[src/rtl/imm_pkg.sv]
// Shared RISC-V opcode constants, immediate format codes and the datapath
// width legality check for the immediate decode pipeline.
package imm_pkg;

    localparam logic [6:0] OP_IMM      = 7'b0010011;
    localparam logic [6:0] OP_LOAD     = 7'b0000011;
    localparam logic [6:0] OP_JALR     = 7'b1100111;
    localparam logic [6:0] OP_SYSTEM   = 7'b1110011;
    localparam logic [6:0] OP_MISC_MEM = 7'b0001111;
    localparam logic [6:0] OP_STORE    = 7'b0100011;
    localparam logic [6:0] OP_BRANCH   = 7'b1100011;
    localparam logic [6:0] OP_LUI      = 7'b0110111;
    localparam logic [6:0] OP_AUIPC    = 7'b0010111;
    localparam logic [6:0] OP_JAL      = 7'b1101111;
    localparam logic [6:0] OP_OP       = 7'b0110011;
    localparam logic [6:0] OP_OP_32    = 7'b0111011;
    localparam logic [6:0] OP_IMM_32   = 7'b0011011;

    typedef enum logic [2:0] {
        FMT_R   = 3'd0,
        FMT_I   = 3'd1,
        FMT_S   = 3'd2,
        FMT_B   = 3'd3,
        FMT_U   = 3'd4,
        FMT_J   = 3'd5,
        FMT_ILL = 3'd7
    } fmt_e;

    function automatic bit xlen_legal(input int unsigned xlen);
        return (xlen == 32) || (xlen == 64);
    endfunction

endpackage

[src/rtl/imm_extract.sv]
// Combinational instruction format detection and immediate extraction,
// producing an XLEN-wide sign- or zero-extended immediate.
module imm_extract
    import imm_pkg::*;
#(
    parameter int unsigned XLEN = 32
) (
    input  logic [31:0]     instr_i,
    output logic [XLEN-1:0] imm_o,
    output fmt_e            fmt_o,
    output logic            illegal_o
);

    logic [6:0]  opcode;
    logic [2:0]  funct3;
    logic [31:0] raw32;
    fmt_e        fmt;

    always_comb begin
        opcode = instr_i[6:0];
        funct3 = instr_i[14:12];
        fmt    = FMT_ILL;
        case (opcode)
            OP_IMM, OP_LOAD, OP_JALR, OP_SYSTEM, OP_MISC_MEM: fmt = FMT_I;
            OP_STORE:         fmt = FMT_S;
            OP_BRANCH:        fmt = FMT_B;
            OP_LUI, OP_AUIPC: fmt = FMT_U;
            OP_JAL:           fmt = FMT_J;
            OP_OP:            fmt = FMT_R;
            OP_OP_32:         fmt = (XLEN == 64) ? FMT_R : FMT_ILL;
            OP_IMM_32:        fmt = (XLEN == 64) ? FMT_I : FMT_ILL;
            default:          fmt = FMT_ILL;
        endcase

        // Every format is built as a 32-bit value already sign-extended from bit 31
        raw32 = '0;
        case (fmt)
            FMT_I: raw32 = {{20{instr_i[31]}}, instr_i[31:20]};
            FMT_S: raw32 = {{20{instr_i[31]}}, instr_i[31:25], instr_i[11:7]};
            FMT_B: raw32 = {{19{instr_i[31]}}, instr_i[31], instr_i[7],
                            instr_i[30:25], instr_i[11:8], 1'b0};
            FMT_U: raw32 = {instr_i[31:12], 12'h000};
            FMT_J: raw32 = {{11{instr_i[31]}}, instr_i[31], instr_i[19:12],
                            instr_i[20], instr_i[30:21], 1'b0};
            default: raw32 = '0;
        endcase

        imm_o = XLEN'($signed(raw32));
        // Immediate shifts carry only the shift amount; funct7 bits are dropped
        if ((opcode == OP_IMM) && ((funct3 == 3'b001) || (funct3 == 3'b101))) begin
            imm_o = (XLEN == 64) ? XLEN'(instr_i[25:20]) : XLEN'(instr_i[24:20]);
        end

        fmt_o     = fmt;
        illegal_o = (fmt == FMT_ILL);
    end

endmodule

[src/rtl/imm_decode_pipe.sv]
// Immediate decoder followed by a 2-entry FIFO: one cycle of latency, no
// combinational input-to-output path, tag carried alongside each entry.
module imm_decode_pipe
    import imm_pkg::*;
#(
    parameter int unsigned XLEN  = 32,
    parameter int unsigned TAG_W = 32
) (
    input  logic             clk,
    input  logic             rst_n,
    input  logic             flush,
    input  logic             in_valid,
    output logic             in_ready,
    input  logic [31:0]      in_instr,
    input  logic [TAG_W-1:0] in_tag,
    output logic             out_valid,
    input  logic             out_ready,
    output logic [XLEN-1:0]  out_imm,
    output logic [2:0]       out_fmt,
    output logic             out_illegal,
    output logic [TAG_W-1:0] out_tag
);

    if (!xlen_legal(XLEN)) begin : g_bad_xlen
        $error("imm_decode_pipe: XLEN must be 32 or 64");
    end

    logic [XLEN-1:0] dec_imm;
    fmt_e            dec_fmt;
    logic            dec_illegal;

    imm_extract #(
        .XLEN(XLEN)
    ) u_extract (
        .instr_i   (in_instr),
        .imm_o     (dec_imm),
        .fmt_o     (dec_fmt),
        .illegal_o (dec_illegal)
    );

    logic [1:0]       count_q, count_d;
    logic             wr_ptr_q, wr_ptr_d;
    logic             rd_ptr_q, rd_ptr_d;
    logic [XLEN-1:0]  imm_q [2];
    fmt_e             fmt_q [2];
    logic             ill_q [2];
    logic [TAG_W-1:0] tag_q [2];
    logic             push, pop;

    assign in_ready  = (count_q != 2'd2) | ~rst_n;
    assign out_valid = (count_q != 2'd0);
    assign push      = in_valid & in_ready;
    assign pop       = out_valid & out_ready;

    always_comb begin
        count_d  = count_q;
        wr_ptr_d = wr_ptr_q;
        rd_ptr_d = rd_ptr_q;
        if (flush) begin
            count_d  = '0;
            wr_ptr_d = 1'b0;
            rd_ptr_d = 1'b0;
        end else begin
            if (push) wr_ptr_d = ~wr_ptr_q;
            if (pop)  rd_ptr_d = ~rd_ptr_q;
            case ({push, pop})
                2'b10:   count_d = count_q + 2'd1;
                2'b01:   count_d = count_q - 2'd1;
                default: count_d = count_q;
            endcase
        end
    end

    always_ff @(posedge clk) begin
        if (!rst_n) begin
            count_q  <= '0;
            wr_ptr_q <= 1'b0;
            rd_ptr_q <= 1'b0;
        end else begin
            count_q  <= count_d;
            wr_ptr_q <= wr_ptr_d;
            rd_ptr_q <= rd_ptr_d;
        end
    end

    // Payload needs no reset: outputs are masked whenever the FIFO is empty
    always_ff @(posedge clk) begin
        if (rst_n && !flush && push) begin
            imm_q[wr_ptr_q] <= dec_imm;
            fmt_q[wr_ptr_q] <= dec_fmt;
            ill_q[wr_ptr_q] <= dec_illegal;
            tag_q[wr_ptr_q] <= in_tag;
        end
    end

    assign out_imm     = out_valid ? imm_q[rd_ptr_q] : '0;
    assign out_fmt     = out_valid ? fmt_q[rd_ptr_q] : FMT_R;
    assign out_illegal = out_valid ? ill_q[rd_ptr_q] : 1'b0;
    assign out_tag     = out_valid ? tag_q[rd_ptr_q] : '0;

endmodule

[config.mk]
export PLATFORM = sky130hd
export DESIGN_NAME = imm_decode_pipe
export DESIGN_NICKNAME = d
export VERILOG_FILES = /design/src/rtl/imm_pkg.sv /design/src/rtl/imm_extract.sv /design/src/rtl/imm_decode_pipe.sv
export SDC_FILE = /design/constraint.sdc
export NUM_CORES = 1
export LEC_CHECK = 0
export CAP_MARGIN = 20
export CORE_MARGIN = 5
export CORE_UTILIZATION = 45
export CTS_BUF_LIST = sky130_fd_sc_hd__clkbuf_8
export DETAILED_ROUTE_END_ITERATION = 8
export GPL_TIMING_DRIVEN = 0
export HOLD_SLACK_MARGIN = 0.03
export PLACE_DENSITY = 0.73
export RECOVER_POWER = 50
export SYNTH_ARGS = -nofsm -noshare
export SYNTH_HDL_FRONTEND = slang
export SYNTH_HIERARCHICAL = 1
export SYNTH_SLANG_ARGS = --single-unit
[constraint.sdc]
create_clock -name clk -period 5.32 [get_ports clk]
set_input_delay 1.33 -clock clk [delete_from_list [all_inputs] [get_ports clk]]
set_output_delay 1.33 -clock clk [all_outputs]
set_load 0.02 [all_outputs]
# == After elaboration in Yosys (flattened, before gate mapping) ==
# Memory sizes are Yosys's and may differ from the RTL's. A register that Yosys moved wholly into a read port is not among the register bits.
# Index checks and enable logic that the tools add are counted.
# op_classes
n_addsub,2
eq_ne,22
mux,18
n_bitwise,6
reduce_logical,10
# op_table
cell,count
$pmux W32 S5,1
$mux W32,3
$eq A7 B7 Y1 const B,4
$eq A7 B6 Y1 const B,3
$pmux W3 S6,1
$eq A7 B5 Y1 const B,2
$eq A3 B3 Y1 const B,4
$mux W1,11
$eq A7 B2 Y1 const B,1
$eq A7 B4 Y1 const B,1
$eq A3 B1 Y1 const B,2
$eq A3 B2 Y1 const B,2
$reduce_or A5 Y1,1
$pmux W2 S2,1
$reduce_bool A2 Y1,2
$reduce_or A2 Y1,2
$logic_and A1 B1 Y1,3
$mux W3,1
$not A1 Y1,3
$add A2 B1 Y2 const B,1
$and A1 B1 Y1,2
$eq A2 B1 Y1 const B,1
$eq A2 B2 Y1 const B,1
$ne A2 B2 Y1 const B,1
4 further kinds,4
# word_totals
register_bits,4
ramBits,136
in_bits,69
output_inout_bits,70
wordCells,65
n_memories,4
# mem_list
memory,words,width,read_ports,rd_ports_with_merged_regs,wr,line_no,text
imm_q,2,32,1,1,1,imm_decode_pipe.sv:44,logic [XLEN-1:0] imm_q [2];
tag_q,2,32,1,1,1,imm_decode_pipe.sv:47,logic [TAG_W-1:0] tag_q [2];
fmt_q,2,3,1,1,1,imm_decode_pipe.sv:45,fmt_e fmt_q [2];
ill_q,2,1,1,1,1,imm_decode_pipe.sv:46,logic ill_q [2];

# == Depth between registers and ports, before layout ==
# logic_depth
depth_word,6
mapped_depth,7

# == Modules after synthesis ==
# The synthesis kept the hierarchy.
# by_module_without_submodules
mod,n_inst,cells_each,area_per_inst_um2,seq_area_each_um2
imm_decode_pipe,1,318,5381.4,4184.0
imm_extract,1,124,919.6,0.0

# == Worst setup path before layout ==
# No wires, ideal clock.
# synth_path
path_kind,input to register
from,input flush
to,"memory fmt_q[0][0] in the netlist's numbering, enable pin"
arrival_time_ns,4.363
path_slack_ns,0.462
stages,2
path_cell_list,nand4b_1 nor2_1
# synth_via
elab_chain_len,5
# synth_lines
element,line_no,text
start: declaration,imm_decode_pipe.sv:11,"input logic flush,"
$logic_not A1 Y1,imm_decode_pipe.sv:88,if (rst_n && !flush && push) begin
$logic_and A1 B1 Y1 (2 in series),imm_decode_pipe.sv:88,
$mux W1,imm_decode_pipe.sv:88,
$mux W1 (not written as such),imm_decode_pipe.sv:90,fmt_q[wr_ptr_q] <= dec_fmt;
end: declaration,imm_decode_pipe.sv:45,
# No other way between the ends.

# == Final worst setup path ==
# layout_path
from,input rst_n
to,"memory fmt_q[1][2] in the netlist's numbering, enable pin"
# layout_via
elab_chain_len,6
word_cells_on_any_way,7
classes_between,mux: 2; bitwise: 3; reduce/logical: 2
# layout_lines
element,line_no,text
start: declaration,imm_decode_pipe.sv:10,"input logic rst_n,"
$not A1 Y1 (no source line),--,
$or A1 B1 Y1,imm_decode_pipe.sv:50,assign in_ready = (count_q != 2'd2) | ~rst_n;
$and A1 B1 Y1,imm_decode_pipe.sv:52,assign push = in_valid & in_ready;
$logic_and A1 B1 Y1 *,imm_decode_pipe.sv:88,
$mux W1 *,imm_decode_pipe.sv:88,
$mux W1 (not written as such) *,imm_decode_pipe.sv:90,
# Mark *: on every way between the ends. The rest lies on a longest branch, timed or not.

==> results.tsv <==
metric	value	unit
initial_core_util	45.57	%
grt_use_total	17.28	%
synth_fa_ha_area_share	0.3574	%
num_rows	43	
synth-simple-area-share	10.68	%
status	finished, violations left	
slew_headroom	-16.96	%
wl_per_cell	17.55	um
n_antenna_cell	0	
synth.most_common_cell	edfxtp_1	
drv_cap	4	
post_cts_buffers	0	
worstRegToRegCells	5	
synth_compound_area_share	7.347	%
stdcell_area	0.008333	sq mm
ir_worst_vdd	0.1406	mV
grt_overflow	0	
ys.flop_type	edfxtp_1	
ys_top_cells_by_area	edfxtp_1 (65%), mux2i_1 (11%), nor2_1 (4.6%)	
synth.distinct_cells	51	
crit_fanout	30	
antenna_left	0	
drc	0	
clock_tree.root_cell	clkbuf_8	
avgSynthCellArea	14.26	sq um
viasPerCell	5.180	
area_growth_syn_to_layout	32.25	%
period_minus_slack	4.162	ns
dieArea	0.01647	sq mm
vias	4113	
synth-seq-cells	141	
pwr-share-seq	52.1	%
setup_violations	0	
cts_tree	done	
intPower	1.841	mW
holdBufCountCts	0	
rsz0062_at_grt	no	
cts_resized	0	
pin_count	139	
synth_xor_xnor_area_share	0.5560	%
violations	max-capacitance violations, max-slew violations	
die_w	128.3	um
pre_cts_slack	1.469	ns
drt_iter0_markers	185	
fmax	240.3	MHz
cp.required	5.36	ns
synthCells	442	
combPwrFrac	9.5	%
synth_area	0.006301	sq mm
synthTopCellsByCount	edfxtp_1 (136), nor2_1 (78), mux2i_1 (68)	
clock_latency	0.44	ns
synthMuxAreaShare	10.80	%
numPortBuffers	136	
final_layout_size_suffix_gt1_share	13.52	%
synth_edf_count	136	
synth-async-reset-ratio	0	%
finClkSkew	0.007838	ns
finalMaxSlewViolations	120	
pwr_density_cell	283.7	mW/mm^2
first_pass_iters	4	
clock-sinks	141	
dpl_cell_area	0.007983	sq mm
synth_warnings	6	
power.share.switching	22.13	%
htree_num_levels	4	
critPathLaunchType	input port	
cts.clk_slew.worst_paths	0.07	ns
hold_viol	0	
setup.worst_path.class	in2reg	
grt_first_pass_wirelength	21800	um
syn_nets	512	
routed_wl	13930	um
setup_ws	1.158	ns
cts_max_path_buffers	2	
end_kind	flop	
dp_hpwl	10270	um
synth_top_family_by_area	multiplexers	
hold_path_class	reg2reg	
grt_pass1_vias	4132	
tightest_slew	1.754	ns
core	0.01383	sq mm
min_period_over_period	78.23	%
grt_max_degree	31	
power.static_leakage	2.713	nW
pwr-share-clk	38.4	%
seq_area_frac_synth	66.40	%
worstPathArrival	4.20	ns
synth_top_cell_by_area	edfxtp_1	
cts_buffers	17	
synth_top_area_share	64.81	%
antenna_found_initial	0	
gp_congestion	0.8783	
die_h	128.3	um
p_sw	523.2	uW
whs_path_depth	2	
final_nets	671	
[critical path, stage by stage]
cell,delay [ns]
dlygate4sd3_1,0.58
nand4b_1,0.15
nor2_1,0.78
clkbuf_1,1.32
[through the flow]
stage	std cells	TNS, ns	hold WS, ns	power, mW	util (%)
2_1_floorplan	442	0	0.4725	1.367	-
3_3_place_gp	758	-221.26	0.4877	1.482	57.04
3_5_place_dp	762	0	0.5061	1.490	57.73
4_1_cts	794	0	0.5262	2.393	60.85
5_1_grt	794	0	0.5657	2.451	60.27
6_report	794	0	0.5239	2.364	60.27
[power by group through the flow]
stage | Combinational, mW | Clock [mW] | Sequential (mW)
final | 0.225 | 0.909 | 1.23
after global routing | 0.241 | 0.978 | 1.23
after CTS | 0.236 | 0.928 | 1.23
after detailed placement | 0.235 | 0 | 1.25
after global placement | 0.225 | 0 | 1.26
after floorplan | 0.111 | 0 | 1.26
[cell type report]
type / count / area (sq um)
multi-input combinational: 263 / 1874
timing repair buffer: 140 / 1376
buffer: 30 / 211.5
clock inverter: 15 / 197.7
clock buffer: 17 / 234.0
sequential: 141 / 4184
tap: 180 / 225.2
fill: 1099 / 5494
inverter: 8 / 30.03
[layout by cell type (no fill, tap or decap), types with 8 or more instances in the layout]
cell             synthesis  routed
a21oi_1                  8       8
a221oi_2                13      13
buf_2                   14      13
buf_4                    8       8
clkbuf_8                 0      17
clkdlybuf4s50_1          0     102
dlygate4sd3_1            0      34
edfxtp_1               136     136
mux2i_1                 68      68
nand2_1                 26      26
nor2_1                  78      78
[kinds of logic after synthesis]
family          count (synthesis)
flops                         141
simple gates                  140
mux                            68
compound gates                 49
buf+inv                        38
xor+xnor                        4
fa+ha+maj                       2
[per-layer routing]
| layer | global-route usage [%] | part of all wire, % |
|---|---|---|
| met5 | 0 | 0 |
| met4 | 7.179 | 2.3 |
| met3 | 4.234 | 5.2 |
| met2 | 28.19 | 50 |
| met1 | 22.19 | 43 |
[state kept, by name, indices dropped and copies added (netlist names), named ones only]
name / cells
count_q: 2
fmt_q: 6
ill_q: 2
imm_q: 64
rd_ptr_q: 1
tag_q: 64
wr_ptr_q: 1
[final timing paths]
kind,startpoint,end,slack (ns)
min reg2reg,rd_ptr_q$_SDFFE_PP0P_,rd_ptr_q$_SDFFE_PP0P_,0.52
min,rd_ptr_q$_SDFFE_PP0P_,rd_ptr_q$_SDFFE_PP0P_,0.52
max,rst_n,fmt_q[1][2]$_DFFE_PP_,1.16
max reg2reg,count_q[0]$_SDFFE_PP0P_,fmt_q[1][2]$_DFFE_PP_,2.04
Power figures use the tool's default switching activity.
